## config.mk

```make
export PLATFORM = sky130hd
export DESIGN_NAME = des_key_schedule
export DESIGN_NICKNAME = d
export VERILOG_FILES = /design/src/rtl/des_key_schedule.sv
export SDC_FILE = /design/constraint.sdc
export NUM_CORES = 1
export LEC_CHECK = 0
export BUFFER_PORTS_ARGS = -buffer_cell sky130_fd_sc_hd__buf_2
export CORE_MARGIN = 4
export CORE_UTILIZATION = 45
export CTS_CLUSTER_DIAMETER = 60
export CTS_CLUSTER_SIZE = 12
export DETAILED_ROUTE_END_ITERATION = 12
export HOLD_SLACK_MARGIN = 0.15
export PLACE_DENSITY = 0.73
export SYNTH_ARGS = -nofsm -noshare
export SYNTH_HDL_FRONTEND = slang
export SYNTH_SLANG_ARGS = --single-unit
```

## constraint.sdc

```tcl
create_clock -name clk_i -period 2.9 [get_ports clk_i]
set_input_delay 0.435 -clock clk_i [delete_from_list [all_inputs] [get_ports clk_i]]
set_output_delay 0.435 -clock clk_i [all_outputs]
set_load 0.1 [all_outputs]
```

## src/rtl/des_key_schedule.sv

```systemverilog
// DES round-subkey generator: loads PC-1 of the key, then presents K1..K16 (or K16..K1)
// one per valid/ready transfer by rotating the 28-bit C/D halves.
module des_key_schedule (
  input  logic        clk_i,
  input  logic        rst_ni,
  input  logic        start_i,
  input  logic [63:0] key_i,
  input  logic        decrypt_i,
  output logic [47:0] subkey_o,
  output logic        subkey_valid_o,
  input  logic        subkey_ready_i,
  output logic [3:0]  round_o,
  output logic        busy_o,
  output logic        done_o
);

  localparam int PC1_TBL [56] = '{
    57, 49, 41, 33, 25, 17,  9,  1, 58, 50, 42, 34, 26, 18,
    10,  2, 59, 51, 43, 35, 27, 19, 11,  3, 60, 52, 44, 36,
    63, 55, 47, 39, 31, 23, 15,  7, 62, 54, 46, 38, 30, 22,
    14,  6, 61, 53, 45, 37, 29, 21, 13,  5, 28, 20, 12,  4
  };

  localparam int PC2_TBL [48] = '{
    14, 17, 11, 24,  1,  5,  3, 28, 15,  6, 21, 10,
    23, 19, 12,  4, 26,  8, 16,  7, 27, 20, 13,  2,
    41, 52, 31, 37, 47, 55, 30, 40, 51, 45, 33, 48,
    44, 49, 39, 56, 34, 53, 46, 42, 50, 36, 29, 32
  };

  // Bit i set where the per-round shift amount is 2 (shifts of 1 at rounds 0, 1, 8, 15).
  localparam logic [15:0] SHIFT_TWO = 16'b0111_1110_1111_1100;

  typedef enum logic {IDLE, RUN} state_t;

  state_t      state_q, state_d;
  logic [27:0] c_q, d_q, c_d, d_d;
  logic [3:0]  round_q, round_d;
  logic        mode_q, mode_d;
  logic        done_q, done_d;
  logic [55:0] cd0;
  logic        shift_two;

  function automatic logic [55:0] pc1(input logic [63:0] key);
    logic [55:0] r;
    r = '0;
    for (int i = 0; i < 56; i++) r[55-i] = key[64-PC1_TBL[i]];
    return r;
  endfunction

  function automatic logic [47:0] pc2(input logic [55:0] cd);
    logic [47:0] r;
    r = '0;
    for (int j = 0; j < 48; j++) r[47-j] = cd[56-PC2_TBL[j]];
    return r;
  endfunction

  function automatic logic [27:0] rotl28(input logic [27:0] x, input logic two);
    return two ? {x[25:0], x[27:26]} : {x[26:0], x[27]};
  endfunction

  function automatic logic [27:0] rotr28(input logic [27:0] x, input logic two);
    return two ? {x[1:0], x[27:2]} : {x[0], x[27:1]};
  endfunction

  always_comb begin
    state_d   = state_q;
    c_d       = c_q;
    d_d       = d_q;
    round_d   = round_q;
    mode_d    = mode_q;
    done_d    = 1'b0;
    cd0       = pc1(key_i);
    shift_two = 1'b0;
    case (state_q)
      IDLE: begin
        if (start_i) begin
          // Decrypt starts at the unrotated halves: the full 28-bit rotation of K16 is identity.
          if (decrypt_i) begin
            c_d = cd0[55:28];
            d_d = cd0[27:0];
          end else begin
            c_d = rotl28(cd0[55:28], 1'b0);
            d_d = rotl28(cd0[27:0], 1'b0);
          end
          round_d = 4'd0;
          mode_d  = decrypt_i;
          state_d = RUN;
        end
      end
      RUN: begin
        if (subkey_ready_i) begin
          if (round_q == 4'd15) begin
            state_d = IDLE;
            round_d = 4'd0;
            done_d  = 1'b1;
          end else begin
            round_d = round_q + 4'd1;
            if (mode_q) begin
              shift_two = SHIFT_TWO[4'd15 - round_q];
              c_d = rotr28(c_q, shift_two);
              d_d = rotr28(d_q, shift_two);
            end else begin
              shift_two = SHIFT_TWO[round_q + 4'd1];
              c_d = rotl28(c_q, shift_two);
              d_d = rotl28(d_q, shift_two);
            end
          end
        end
      end
      default: state_d = IDLE;
    endcase
  end

  always_ff @(posedge clk_i) begin
    if (!rst_ni) begin
      state_q <= IDLE;
      c_q     <= '0;
      d_q     <= '0;
      round_q <= '0;
      mode_q  <= 1'b0;
      done_q  <= 1'b0;
    end else begin
      state_q <= state_d;
      c_q     <= c_d;
      d_q     <= d_d;
      round_q <= round_d;
      mode_q  <= mode_d;
      done_q  <= done_d;
    end
  end

  assign subkey_o       = pc2({c_q, d_q});
  assign subkey_valid_o = (state_q == RUN);
  assign busy_o         = (state_q == RUN);
  assign round_o        = round_q;
  assign done_o         = done_q;

endmodule
```

== Word level (Yosys, flattened, before mapping) ==
Memories as Yosys holds them, arrays and structs flattened.
Cells that the tools add are included.

* Register bits: 63
* Bits in read-only memories: 32
* Input bits: 69
* Output and inout bits: 55
* Word-level logic and storage cells: 48
* Memories: 2

{| class="wikitable"
|+ Memories
! memory !! depth !! bits a word !! read ports !! clocked after Yosys merged registers in !! write ports !! RTL line !! text
|-
| (name not given) || 16 || 1 || 1 || 0 || 0 || 104 || <nowiki>shift_two = SHIFT_TWO[round_q + 4'd1];</nowiki>
|-
| (name not given) || 16 || 1 || 1 || 0 || 0 || 100 || <nowiki>shift_two = SHIFT_TWO[4'd15 - round_q];</nowiki>
|}

* Add/subtract/negate cells: 2
* Magnitude comparators: 2
* Equality and inequality tests: 4
* Mux-type cells: 27
* Bitwise operators: 1
* Reduce and logical (&&, ||, !) cells: 4

{| class="wikitable"
|+ Operators with widths
! cell !! number
|-
| $mux 28 || 14
|-
| $pmux 28 s2 || 2
|-
| $mux 4 || 3
|-
| $lt 4x5->1 const B || 2
|-
| $pmux 4 s2 || 1
|-
| $mux 1 || 6
|-
| $ne 2x2->1 const B || 3
|-
| $reduce_and 3->1 || 2
|-
| $add 4x1->4 const B || 1
|-
| $eq 4x4->1 const B || 1
|-
| $reduce_and 2->1 || 2
|-
| $sub 4x4->4 const A || 1
|-
| $pmux 1 s2 || 1
|-
| $not 1->1 || 1
|}

== Logic depth before layout (Yosys ltp) ==
* Depth after elaboration: 8
* Depth in mapped cells: 11
* Depth with buffers taken out: 7

== Least setup slack after synthesis ==
OpenSTA, ideal clock, no wires.

* Kind: flip-flop to flip-flop
* Start: reg round_q[0] (netlist: round_o[0])
* End: reg c_q[10]
* Library setup time: 0.122 ns
* Data arrival time: 3.010 ns
* Required time: 2.778 ns
* Setup slack: -0.231 ns
* Stages on the path, launching flop included: 11
* Buffers on the path: 3
* Clock period less this slack: 3.131 ns
* Cells stage by stage: dfxtp_1 > buf_2 > inv_1 > ha_1 > nand2b_1 > nand4_1 > buf_2 > clkbuf_1 > and3_1 > a211o_1 > a221o_1

* Word-level cells in the longest chain between the ends: 8
* Elaborated cells between the ends (all ways): 15
* Classes of those cells: add/sub: 2; eq/ne: 2; mux: 8; reduce/logical: 1; memory: 2

{| class="wikitable"
|+ Ends and longest elaborated chain
! element !! RTL line !! text
|-
| start, declared || 38 || <nowiki>logic [3:0] round_q, round_d;</nowiki>
|-
| start signal, assigned || 127 || <nowiki>round_q <= round_d;</nowiki>
|-
| $add 4x1->4 or $sub 4x4->4 (tied branches) || 104, 100 ||
|-
| $mem_v2 16x1, on equally long branches || - ||
|-
| $mux 1, on equally long branches || 104, 100 ||
|-
| $mux 28, on equally long branches || 59, 63 ||
|-
| $mux 28 || 99 || <nowiki>if (mode_q) begin</nowiki>
|-
| $mux 28 || 93 || <nowiki>if (round_q == 4'd15) begin</nowiki>
|-
| $mux 28 || 92 || <nowiki>if (subkey_ready_i) begin</nowiki>
|-
| $pmux 28 s2 || 75 || <nowiki>case (state_q)</nowiki>
|-
| end signal, assigned || 118 || <nowiki>c_q <= '0;</nowiki>
|-
| end signal, assigned || 125 || <nowiki>c_q <= c_d;</nowiki>
|-
| end, declared || 37 || <nowiki>logic [27:0] c_q, d_q, c_d, d_d;</nowiki>
|}

Several ways; a longest one is shown, not always the timed one. The select of a mux whose other input is x is not followed.
A chain may end at the register's enable or synchronous reset.

== Worst setup path in the final report ==
* Start: reg round_q[1] (netlist: round_o[1])
* End: reg c_q[8]

Same word-level chain as after synthesis.

==> flow_summary.rst <==
.. list-table::
   :header-rows: 1

   * - Metric
     - Value
   * - Number of global-route vias before repair
     - ~5600
   * - Effective utilization at floorplan
     - 45.93%
   * - Delay of the slowest cell on the worst path
     - 500 ps
   * - Number of flops mapped to enable cells by yosys
     - 0
   * - Most used DFF post-synth
     - sky130_fd_sc_hd__dfxtp_1
   * - Clock latency on the worst-skew pair
     - ~340 ps
   * - End of the worst register-to-register path
     - c_q[8]$_SDFFE_PN0P_
   * - Hold-critical path endpoint
     - busy_o$_SDFF_PN0_
   * - Sequential share of the synthesized area
     - between 20% and 30%
   * - Critical path arrival
     - a little under 3000 ps
   * - Vias after detailed routing
     - 5810
   * - CTS H-tree depth
     - 3
   * - Number of fillers in the final layout
     - about 1100
   * - Root buffer selected by CTS
     - sky130_fd_sc_hd__clkbuf_16
   * - Crit Path Class
     - flip-flop to flip-flop
   * - Top achievable clock speed
     - around 360 MHz
   * - Multiplexer fraction of the synthesized cell area
     - 15.42%
   * - Syn Inst Count
     - 689
   * - Count of placed standard cells including taps
     - between 800 and 900
   * - Diode count
     - 0
   * - Most common library cell in the layout ignoring fill and taps
     - sky130_fd_sc_hd__buf_2
   * - Number of iterations in the first detailed-routing pass
     - 6
   * - Average wire per standard cell
     - 20.07 um
   * - Violation count after the first detailed-route iteration
     - 918
   * - Largest family of logic cells by synthesized area
     - compound AO/OA/AOI/OAI gates
   * - Setup repair after global routing missed its margin
     - false
   * - Number of hold-repair buffers added at the cts stage
     - 0
   * - Top-level I/O count
     - 124
   * - Maximum number of pins on one net before global-route repair
     - between 50 and 60
   * - Post-route fraction of the period consumed by the critical path
     - 94.84%
   * - Net count of the mapped netlist
     - approximately 760
   * - Initial antenna violation count
     - 0
   * - Deepest clock path buffer count
     - 2
   * - Area used by sequential logic in the layout
     - between 1000 and 1500 sq um
   * - Data required time of the worst path
     - around 3100 ps
   * - Post-DP HPWL
     - roughly 12 mm
   * - Startpoint types
     - flip-flop
   * - Setup skew after layout
     - about 8 ps
   * - Total wirelength of the detailed-routed design
     - between 15 and 20 mm
   * - Largest fanout on the critical path
     - 24
   * - Lkg Pwr
     - 2.700 nW
   * - Power density over the cells
     - between 500 and 600 nW/um^2
   * - Total number of placement rows
     - 40
   * - Critical Path End Type
     - flip-flop
   * - Worst reg-to-reg path cell count
     - 6
   * - FF+latch count, synth
     - 63
   * - Reg-to-Reg Start
     - round_o[1]$_SDFFE_PN0P_
   * - Multi-input gate area in the final layout
     - roughly 3500 sq um
   * - Total Routing Usage GR
     - between 20% and 30%
   * - Adder-cell area share of the yosys netlist
     - between 1 and 1.5%
   * - GP Congestion
     - just under 0.9
   * - Number of routed nets with antenna violations
     - 0
   * - Width of the chip
     - 118.7 um
   * - Status
     - completed
   * - Number of instances resized during post-cts repair
     - 0
   * - Sink Count
     - 63
   * - DR vias/cell
     - 6.670
   * - Number of buffers inserted by post-CTS setup repair
     - 0
   * - Placeable core region
     - ~12000 sq um
   * - TritonCTS clock tree
     - built
   * - Number of pins with negative max-slew slack in the final report
     - 0
   * - Slowest CP cell
     - sky130_fd_sc_hd__o311ai_4
   * - Global-route wire length before repair
     - 28.77 mm
   * - Simple-gate area share of the yosys netlist
     - between 10% and 20%
   * - Leftover overflow at the end of global routing
     - 0
   * - Number of port buffers
     - approximately 120
   * - Hold path startpoint
     - start_i
   * - Actual transition at the worst max-transition pin
     - ~680 ps
   * - Most used cells in the layout excluding fill and tap cells
     - 115 x sky130_fd_sc_hd__buf_2, 85 x sky130_fd_sc_hd__mux2i_1, 62 x sky130_fd_sc_hd__nand2_1
   * - Number of clock buffers inserted by TritonCTS
     - 9
   * - Fraction of the mapped netlist area in compound gates
     - a little under a third
   * - Setup TNS
     - 0 ps
   * - Warnings, synthesis
     - 0
   * - Number of stages on the worst hold path
     - 3
   * - Die area
     - around 14000 sq um
   * - Vertical extent of the die
     - between 100 and 150 um
   * - Cell Area, Synth
     - between 5000 and 6000 sq um
   * - Number of different library cells in the post-synthesis netlist
     - 42
   * - Maximum capacitance violations
     - 0
   * - Clock edge transition at the registers on the reported setup and hold paths
     - about 50 ps
   * - Proportion of register bits with asynchronous set or reset after synthesis
     - 0%
   * - Flop2flop setup slack
     - around 150 ps
   * - Max transition margin
     - 54.95%
   * - Fraction of layout cells with a size suffix above 1
     - between 20% and 30%
   * - Synth-to-Final Area Change
     - 10.86%
   * - Number of setup violations in the final report
     - 0
   * - Drc violations
     - 0
   * - Final hold violations
     - 0
   * - Minimum period implied by the final worst setup slack
     - about 2800 ps
   * - Peak supply drop
     - about 300 uV
   * - Parity-gate share of the synthesized area counting xor and xnor cells
     - 0%
   * - Final non-filler cell total
     - roughly 870
   * - Cell-by-cell listing of the critical path
     - ha_1 > or2_4 > o311ai_4 > nand2_4 > a211o_1 > a221o_1
   * - Layout net count
     - roughly 790
   * - Avg Inst Size Synth
     - roughly 8.0 sq um
   * - Tightest Hold Check Type
     - input port to flip-flop
[registers in the layout, indices dropped and copies added (netlist names)]
register  flops
busy_o        1
c_q          28
d_q          28
done_o        1
mode_q        1
round_o       4
[per-stage QoR]
step | instance area [sq um] | total power [mW] | hold WS (ps) | utilization, % | worst slack, ps
floorplan | 5519 | 2.056 | 510.4 | - | 124.3
global placement | 5832 | 2.213 | 546.8 | 48.55 | 234.6
detailed placement | 5832 | 2.235 | 569.2 | 48.55 | 189.7
CTS | 6110 | 3.270 | 428.0 | 50.86 | 181.9
global route | 6116 | 3.405 | 453.9 | 50.92 | 42.38
finish | 6116 | 3.282 | 426.9 | 50.92 | 149.5
[worst max-delay path: cells and delay by family (launching register included)]
| family | cells | cell delay [ps] |
|---|---|---|
| fa+ha+maj | 1 | 380 |
| simple gates | 2 | 650 |
| flops | 1 | 390 |
| compound gates | 3 | 1200 |
[power breakdown]
group | internal (mW) | switching [mW]
combinational | 0.336 | 0.822
clock | 0.645 | 0.402
sequential | 0.942 | 0.135
[cells by family (layout without fill, tap and decap cells)]
family	count (synthesis)	count (layout)
buf+inv	133	168
fa+ha+maj	5	5
compound gates	223	223
flops	63	63
mux	85	85
simple gates	180	180
[worst max-delay path by stage]
stage / startpoint / to / slack (ps) / depth (start not counted)
global route: round_o[1]$_SDFFE_PN0P_ / c_q[22]$_SDFFE_PN0P_ / 40 / 6
finish: round_o[1]$_SDFFE_PN0P_ / c_q[8]$_SDFFE_PN0P_ / 150 / 6
CTS: round_o[1]$_SDFFE_PN0P_ / c_q[8]$_SDFFE_PN0P_ / 180 / 6
detailed placement: round_o[0]$_SDFFE_PN0P_ / d_q[21]$_SDFFE_PN0P_ / 190 / 6
floorplan: round_o[0]$_SDFFE_PN0P_ / c_q[10]$_SDFFE_PN0P_ / 120 / 10
global placement: round_o[0]$_SDFFE_PN0P_ / c_q[3]$_SDFFE_PN0P_ / 230 / 6
[synthesized netlist by cell type (3+ instances only)]
| master | number | area, sq um |
|---|---|---|
| sky130_fd_sc_hd__o21ai_0 | 22 | 110.1 |
| sky130_fd_sc_hd__nand2b_1 | 3 | 18.77 |
| sky130_fd_sc_hd__nor3_1 | 3 | 15.01 |
| sky130_fd_sc_hd__o221ai_1 | 29 | 254.0 |
| sky130_fd_sc_hd__nand2_1 | 62 | 232.7 |
| sky130_fd_sc_hd__clkbuf_1 | 37 | 138.9 |
| sky130_fd_sc_hd__a21oi_1 | 37 | 185.2 |
| sky130_fd_sc_hd__nor2_1 | 35 | 131.4 |
| sky130_fd_sc_hd__buf_2 | 25 | 125.1 |
| sky130_fd_sc_hd__a31oi_1 | 28 | 175.2 |
| sky130_fd_sc_hd__buf_4 | 51 | 382.9 |
| sky130_fd_sc_hd__ha_1 | 5 | 62.56 |
| sky130_fd_sc_hd__buf_6 | 4 | 45.04 |
| sky130_fd_sc_hd__o311a_1 | 3 | 30.03 |
| sky130_fd_sc_hd__a221o_1 | 26 | 260.3 |
| sky130_fd_sc_hd__inv_1 | 10 | 37.54 |
| sky130_fd_sc_hd__and4_1 | 3 | 26.28 |
| sky130_fd_sc_hd__and3_1 | 25 | 156.4 |
| sky130_fd_sc_hd__o221a_1 | 23 | 259.0 |
| sky130_fd_sc_hd__buf_1 | 6 | 22.52 |
| sky130_fd_sc_hd__a211o_1 | 24 | 210.2 |
| sky130_fd_sc_hd__dfxtp_1 | 63 | 1261 |
| sky130_fd_sc_hd__mux2i_1 | 85 | 850.8 |
| sky130_fd_sc_hd__o21ai_1 | 13 | 65.06 |
| sky130_fd_sc_hd__nor2b_1 | 3 | 18.77 |
| sky130_fd_sc_hd__o221a_2 | 5 | 56.30 |
| sky130_fd_sc_hd__a31o_2 | 3 | 26.28 |
| sky130_fd_sc_hd__nand3_1 | 34 | 170.2 |
| sky130_fd_sc_hd__nand3b_1 | 5 | 37.54 |
[per-layer routing]
metal / vias to the layer above / wire [um] / track usage (%)
met5: - / 0 / 0
met3: 48 / 1701 / 5.981
met2: 341 / 7970 / 38.05
li1: 2644 / - / -
met1: 2777 / 7413 / 33.00
met4: 0 / 398 / 8.255
[cell type report]
type | count | share of cell area, %
Clock buffer | 15 | 4.542
Inverter | 10 | 0.6137
Multi-Input combinational cell | 493 | 57.69
Sequential cell | 63 | 20.68
Tap cell | 147 | 3.007
Timing Repair Buffer | 143 | 13.46
Note: power is estimated with default switching activity, not from simulation.
